`src/rtl/mult4_product_accumulator_if.sv`:
```
// Valid/ready product stream in, registered group result out, for mult4_product_accumulator.
// The accumulator drives the slave modport; the producer/sink side uses master.
interface mult4_product_accumulator_if #(
    parameter int ACC_W = 16
);
    logic             in_valid;
    logic             in_ready;
    logic [7:0]       in_p;
    logic             in_last;
    logic             out_valid;
    logic             out_ready;
    logic [ACC_W-1:0] out_sum;
    logic [7:0]       out_count;
    logic             out_ovf;

    modport master (
        output in_valid, in_p, in_last, out_ready,
        input  in_ready, out_valid, out_sum, out_count, out_ovf
    );

    modport slave (
        input  in_valid, in_p, in_last, out_ready,
        output in_ready, out_valid, out_sum, out_count, out_ovf
    );
endinterface

```
`src/rtl/mult4_product_accumulator.sv`:
```
// Sums groups of up to N_TERMS 8-bit products into an ACC_W-bit result with count and overflow.
// Define MULT4_ACC_SAT_EN to saturate the sum on overflow; by default it wraps modulo 2^ACC_W.
module mult4_product_accumulator #(
    parameter int N_TERMS = 4,
    parameter int ACC_W   = 16
) (
    input  logic                           clk,
    input  logic                           rst,
    mult4_product_accumulator_if.slave     bus
);
    localparam int         SUM_W    = ACC_W + 1;
    localparam logic [7:0] LAST_CNT = 8'(N_TERMS - 1);

    typedef enum logic {ACCUM, HOLD} state_t;

    state_t             state, state_next;
    logic [ACC_W-1:0]   acc;
    logic [7:0]         cnt;
    logic               ovf;
    logic [ACC_W-1:0]   sum_q;
    logic [7:0]         count_q;
    logic               ovf_q;

    logic               accept, xfer, close;
    logic [SUM_W-1:0]   sum_ext;
    logic               ovf_next;
    logic [ACC_W-1:0]   acc_next;

    // Handshake outputs decode the state register only, so they never see in_valid or out_ready.
    assign bus.in_ready  = (state == ACCUM);
    assign bus.out_valid = (state == HOLD);
    assign bus.out_sum   = sum_q;
    assign bus.out_count = count_q;
    assign bus.out_ovf   = ovf_q;

    assign accept   = bus.in_valid && bus.in_ready;
    assign xfer     = bus.out_valid && bus.out_ready;
    assign close    = accept && ((cnt == LAST_CNT) || bus.in_last);

    assign sum_ext  = {1'b0, acc} + SUM_W'(bus.in_p);
    assign ovf_next = ovf | sum_ext[ACC_W];

`ifdef MULT4_ACC_SAT_EN
    // Once ovf is set the sum is pinned at all-ones for the rest of the group.
    assign acc_next = ovf_next ? {ACC_W{1'b1}} : sum_ext[ACC_W-1:0];
`else
    assign acc_next = sum_ext[ACC_W-1:0];
`endif

    // NOTE: every signal written here gets a default first, so no path can infer a latch.
    always_comb begin
        state_next = state;
        case (state)
            ACCUM: if (close) state_next = HOLD;
            HOLD:  if (xfer)  state_next = ACCUM;
            default: state_next = ACCUM;
        endcase
    end

    // NOTE: sequential state uses non-blocking assignments so all registers update together.
    always_ff @(posedge clk or posedge rst) begin
        if (rst) state <= ACCUM;
        else     state <= state_next;
    end

    always_ff @(posedge clk or posedge rst) begin
        if (rst) begin
            acc     <= '0;
            cnt     <= '0;
            ovf     <= 1'b0;
            sum_q   <= '0;
            count_q <= '0;
            ovf_q   <= 1'b0;
        end else if (accept) begin
            if (close) begin
                sum_q   <= acc_next;
                count_q <= cnt + 8'd1;
                ovf_q   <= ovf_next;
                acc     <= '0;
                cnt     <= '0;
                ovf     <= 1'b0;
            end else begin
                acc     <= acc_next;
                cnt     <= cnt + 8'd1;
                ovf     <= ovf_next;
            end
        end
    end
endmodule

```
`src/flat_wrapper.sv`:
```
// flat-port wrapper written by rule: the top's interface ports become plain ports
module mult4_product_accumulator_flat 
#(
    parameter int N_TERMS = 4,
    parameter int ACC_W   = 16
)
  (clk, rst, bus_in_valid, bus_in_p, bus_in_last, bus_out_ready, bus_in_ready, bus_out_valid, bus_out_sum, bus_out_count, bus_out_ovf);
  mult4_product_accumulator_if #(.ACC_W(ACC_W)) bus_i ();
  input  logic clk;
  input  logic rst;
  input wire logic [$bits(bus_i.in_valid)-1:0] bus_in_valid;
  input wire logic [$bits(bus_i.in_p)-1:0] bus_in_p;
  input wire logic [$bits(bus_i.in_last)-1:0] bus_in_last;
  input wire logic [$bits(bus_i.out_ready)-1:0] bus_out_ready;
  output wire logic [$bits(bus_i.in_ready)-1:0] bus_in_ready;
  output wire logic [$bits(bus_i.out_valid)-1:0] bus_out_valid;
  output wire logic [$bits(bus_i.out_sum)-1:0] bus_out_sum;
  output wire logic [$bits(bus_i.out_count)-1:0] bus_out_count;
  output wire logic [$bits(bus_i.out_ovf)-1:0] bus_out_ovf;
  assign bus_i.in_valid = bus_in_valid;
  assign bus_i.in_p = bus_in_p;
  assign bus_i.in_last = bus_in_last;
  assign bus_i.out_ready = bus_out_ready;
  assign bus_in_ready = bus_i.in_ready;
  assign bus_out_valid = bus_i.out_valid;
  assign bus_out_sum = bus_i.out_sum;
  assign bus_out_count = bus_i.out_count;
  assign bus_out_ovf = bus_i.out_ovf;
  mult4_product_accumulator #(.N_TERMS(N_TERMS), .ACC_W(ACC_W)) u_core (.clk(clk), .rst(rst), .bus(bus_i));
endmodule
```
`config.mk`:
```
export PLATFORM = sky130hd
export DESIGN_NAME = mult4_product_accumulator_flat
export DESIGN_NICKNAME = d
export VERILOG_FILES = /design/src/rtl/mult4_product_accumulator_if.sv /design/src/rtl/mult4_product_accumulator.sv /design/src/flat_wrapper.sv
export SDC_FILE = /design/constraint.sdc
export NUM_CORES = 1
export LEC_CHECK = 0
export CAP_MARGIN = 5
export CORE_MARGIN = 1
export CORE_UTILIZATION = 54
export CTS_CLUSTER_DIAMETER = 200
export CTS_CLUSTER_SIZE = 25
export DETAILED_ROUTE_END_ITERATION = 12
export PLACE_DENSITY = 0.8
export SLEW_MARGIN = 20
export SYNTH_ARGS = -nofsm -noshare
export SYNTH_HDL_FRONTEND = slang
export SYNTH_SLANG_ARGS = --single-unit
```
`constraint.sdc`:
```
create_clock -name clk -period 2.6 [get_ports clk]
set_clock_uncertainty 0.2 [all_clocks]
set_input_delay 0.39 -clock clk [delete_from_list [all_inputs] [get_ports clk]]
set_output_delay 0.39 -clock clk [all_outputs]
set_load 0.05 [all_outputs]
```
Word level (Yosys, flattened, before mapping)
Index checks and enable logic that the tools add are counted.
Word-level totals
  bits in registers: 51
  output and inout bits: 27
  word-level logic and storage cells: 23
Cells by class
  add/subtract/negate cells: 2
  equality and inequality tests: 1
  multiplexer cells: 6
  bitwise gates (word level): 2
  reductions and logical operators: 5
Operator list (count)
  $add 16x8->17: 1
  $mux 16: 1
  $add 8x1->8 const B: 1
  $eq 8x2->1 const B: 1
  $mux 8: 1
  $logic_and 1x1->1: 3
  $mux 1: 3
  $pmux 1 s2: 1
  $reduce_and 2->1: 1
  $logic_or 1x1->1: 1
  $not 1->1: 1
  $or 1x1->1: 1

Logic depth before layout (Yosys ltp)
  depth after elaboration: 5
  mapped depth: 8

Worst setup path before layout
Ideal clock, no wire load.
  path kind: input -> register
  from: input port bus_in_p[0]
  to: register u_core.acc[14]
  setup time: 0.126 ns
  arrival: 2.038 ns
  required time: 2.274 ns
  setup slack: 0.236 ns
  stages: 6
  path buffers: 0
  cells stage by stage: ha_1 -> fa_1 -> a21o_2 -> a221oi_4 -> a2111oi_4 -> a221o_1
Between the ends
  cells in the longest elaborated chain, start to end: 2
Ends and longest elaborated chain
  start, declared: line flat_wrapper.sv:12  | input wire logic [$bits(bus_i.in_p)-1:0] bus_in_p;
  $add 16x8->17: line mult4_product_accumulator.sv:40  | assign sum_ext = {1'b0, acc} + SUM_W'(bus.in_p);
  $mux 16: line mult4_product_accumulator.sv:75  | if (close) begin
  end signal, assigned: line mult4_product_accumulator.sv:83  | acc <= acc_next;
  end, declared: line mult4_product_accumulator.sv:17  | logic [ACC_W-1:0] acc;
Every way passes these cells.
A chain may end at the register's enable or synchronous reset.

Worst setup path after layout
  from: input port bus_in_p[0]
  to: register u_core.acc[8]
Same word-level chain as after synthesis.

==> impl_metrics.tcl <==
set metrics [dict create \
    outcome "complete, no violations" \
    ys_seq_area_share_pct 48.7 \
    antenna_found_initial 0 \
    worstHoldPathType "primary input to async pin" \
    postRouteAntennaNets 0 \
    cts_buffers 5 \
    cap_violations 0 \
    syn-instance-count 260 \
    cts_tree "built" \
    synth_seq_cells 51 \
    ys.flop_type "dfrtp_1" \
    synth_area_per_cell_um2 10.1 \
    clkTransAtPathRegs_ns 0.09 \
    layout-drive-gt1-share_pct 15.1 \
    grt_pass1_wl_um 9920 \
    finalWirelength_um 6010 \
    drt_pass1_iterations 4 \
    tightest_slew_ns 0.625 \
    cp-start-kind "primary input" \
    portBuffers 39 \
    fp.dieW_um 71.7 \
    cts_max_path_buffers 2 \
    htreeDepth 2 \
    cellPowerDensity_nw_per_um2 955 \
    synth_async_sr_flop_share_pct 100 \
    postCtsSetupBuffers 0 \
    nets 340 \
    maxSlewViolCount 0 \
    placed_cell_area_um2 3210 \
    synth_edf_count 0 \
    fin_crit_sh_pct 96.1 \
    vias 2144 \
    ys_types 44 \
    grt.total_usage_pct 24.8 \
    grt_max_degree 30 \
    layout_setup_ws_ns 0.101 \
    clock-root-buffer "clkbuf_8" \
    dr.first_iter.drc_count 125 \
    vdd_ir_drop_max_uv 690 \
    wire_per_inst_um 16.2 \
    grt_overflow 0 \
    synth_nets 283 \
    end_kind "register" \
    hold_ws_ns 0.280 \
    crit_slowest_cell "clkdlybuf4s50_1" \
    design_area_um2 3320 \
    crit_chain "clkdlybuf4s50_1, ha_2, fa_1, a21o_2, a221oi_4, buf_6, o21ai_2, or2_0, a31oi_1" \
    p_leak_uw 0.00147 \
    pre_cts_ws_ns -0.268 \
    start_util_pct 58.2 \
    worstSetupPathType "primary input to register" \
    die_h_um 71.7 \
    n_antenna_cell 0 \
    clock-sinks 51 \
    drc_errors 0 \
    fmax_mhz 400 \
    core_um2 4500 \
    finalHoldViolCount 0 \
    post-route-min-period_ns 2.50 \
    setup-tns-final_ns 0 \
    gp_congestion 0.836 \
    viasPerCell 5.79 \
    synth_area_um2 2620 \
    cpPeakStageDelay_ns 0.42 \
    die_area_um2 5140 \
    hpwl_um 4360 \
    cp.arrival_ns 2.52 \
    rows 24 \
    worst-path-max-fanout 5 \
    io-pin-count 40 \
    clk_latency_ns 0.30 \
    relSlewSlack_pct 58.3 \
    required_ns 2.62 \
    setup_viol 0 \
    grt_pass1_vias 2023 \
    syn2layout_area_growth_pct 26.7 \
    ff2ff_path_depth 8 \
    yosys_warnings 0 \
]
==> sequential cells by signal, indices dropped and copies added, names as in the netlist <==
| name | flops |
|---|---|
| u_core.acc | 16 |
| u_core.bus.out_count | 8 |
| u_core.bus.out_ovf | 1 |
| u_core.bus.out_sum | 16 |
| u_core.bus.out_valid | 1 |
| u_core.cnt | 8 |
| u_core.ovf | 1 |
==> repair_timing <==
| item | in CTS | in global routing |
|---|---|---|
| hold buffers | 0 | 0 |
| gates resized for setup | 0 | 4 |
| endpoints found under the setup margin | 0 | 3 |
==> logic make-up (layout without fill, tap and decap cells) <==
family,count (synthesis),in the layout,share of synthesized area (%)
flops,51,51,48.7
simple gates,89,89,15.2
fa+ha+maj,10,10,5.06
mux,3,3,1.29
xor+xnor,20,20,6.68
buf+inv,14,72,2.43
compound gates,73,73,20.7
==> path summary, 6_finish.rpt <==
| kind | from | endpoint | slack [ns] |
|---|---|---|---|
| worst max-delay path | bus_in_p[0] | u_core.acc[8] | 0.10 |
| worst min-delay path | rst | u_core.cnt[1] | 0.28 |
| worst max register to register | u_core.acc[0] | u_core.acc[8] | 0.20 |
| worst min register to register | u_core.bus.out_count[6] | u_core.bus.out_count[6] | 0.28 |
| max in group asynchronous | rst | u_core.bus.out_sum[10] | 1.37 |
| min in group clk | u_core.bus.out_count[6] | u_core.bus.out_count[6] | 0.28 |
==> routing by layer <==
metal	up-vias	global-route usage, %	wire, µm
met5	-	0	0
met4	0	8.50	96
met3	13	3.66	235
met2	68	41.0	3070
met1	1032	33.7	2600
li1	1031	-	-
==> layout by cell type (no fill, tap or decap), types with 2 or more instances in the layout <==
cell type	count
a2111oi_4	2
a211oi_2	2
a21o_1	2
a21oi_1	12
a22o_1	12
a31oi_1	6
and3_1	4
buf_4	21
clkbuf_8	6
clkdlybuf4s50_1	39
dfrtp_1	51
ha_1	8
mux2_2	3
nand2_1	55
nand2b_1	3
nand3_1	7
nor2_1	8
nor2b_1	2
o21ai_0	18
o21ai_1	8
xnor2_1	14
xor2_1	6
==> stage by stage <==
step / std cells / total power [µW] / util [%]
final: 370 / 3170 / 73.8
after global routing: 370 / 3330 / 73.8
after CTS: 370 / 3160 / 73.3
after detailed placement: 362 / 2680 / 71.2
after global placement: 362 / 2620 / 71.2
after floorplan: 260 / 2120 / -
==> cell type report <==
cell class,count,area (µm²)
multi-input cells,195,1300
flip-flops and latches,51,1280
fillers,355,1180
repair buffers,62,579
clock buffers,7,86.3
well taps,52,65.1
clock inverters,1,8.76
inverters,2,7.51
==> power breakdown <==
| group | total [µW] | internal [µW] | switching (µW) |
|---|---|---|---|
| sequential | 1110 | 967 | 141 |
| clock | 482 | 219 | 263 |
| combinational | 1580 | 645 | 939 |
==> synth_stat cells, types with 2 or more instances <==
cell	instances	area (µm²)
nand2_1	55	206
dfrtp_1	51	1280
o21ai_0	18	90.1
xnor2_1	14	123
a21oi_1	12	60.1
a22o_1	12	105
ha_1	9	113
nor2_1	8	30.0
o21ai_1	8	40.0
buf_2	7	35.0
nand3_1	7	35.0
a31oi_1	6	37.5
xor2_1	6	52.6
and3_1	4	25.0
nand2b_1	4	25.0
clkbuf_1	3	11.3
mux2_2	3	33.8
a2111oi_4	2	55.1
a211oi_2	2	25.0
a21o_1	2	15.0
clkbuf_2	2	10.0
inv_1	2	7.51
nor2b_1	2	12.5
==> worst max-delay path: cells and delay by family <==
| kind | cells | cell delay, ns |
|---|---|---|
| AO/OA/AOI/OAI | 4 | 0.72 |
| AND/OR/NAND/NOR | 1 | 0.24 |
| buffers and inverters | 2 | 0.58 |
| adder cells (fa/ha/maj) | 2 | 0.59 |
Note: power is estimated with default switching activity, not from simulation.
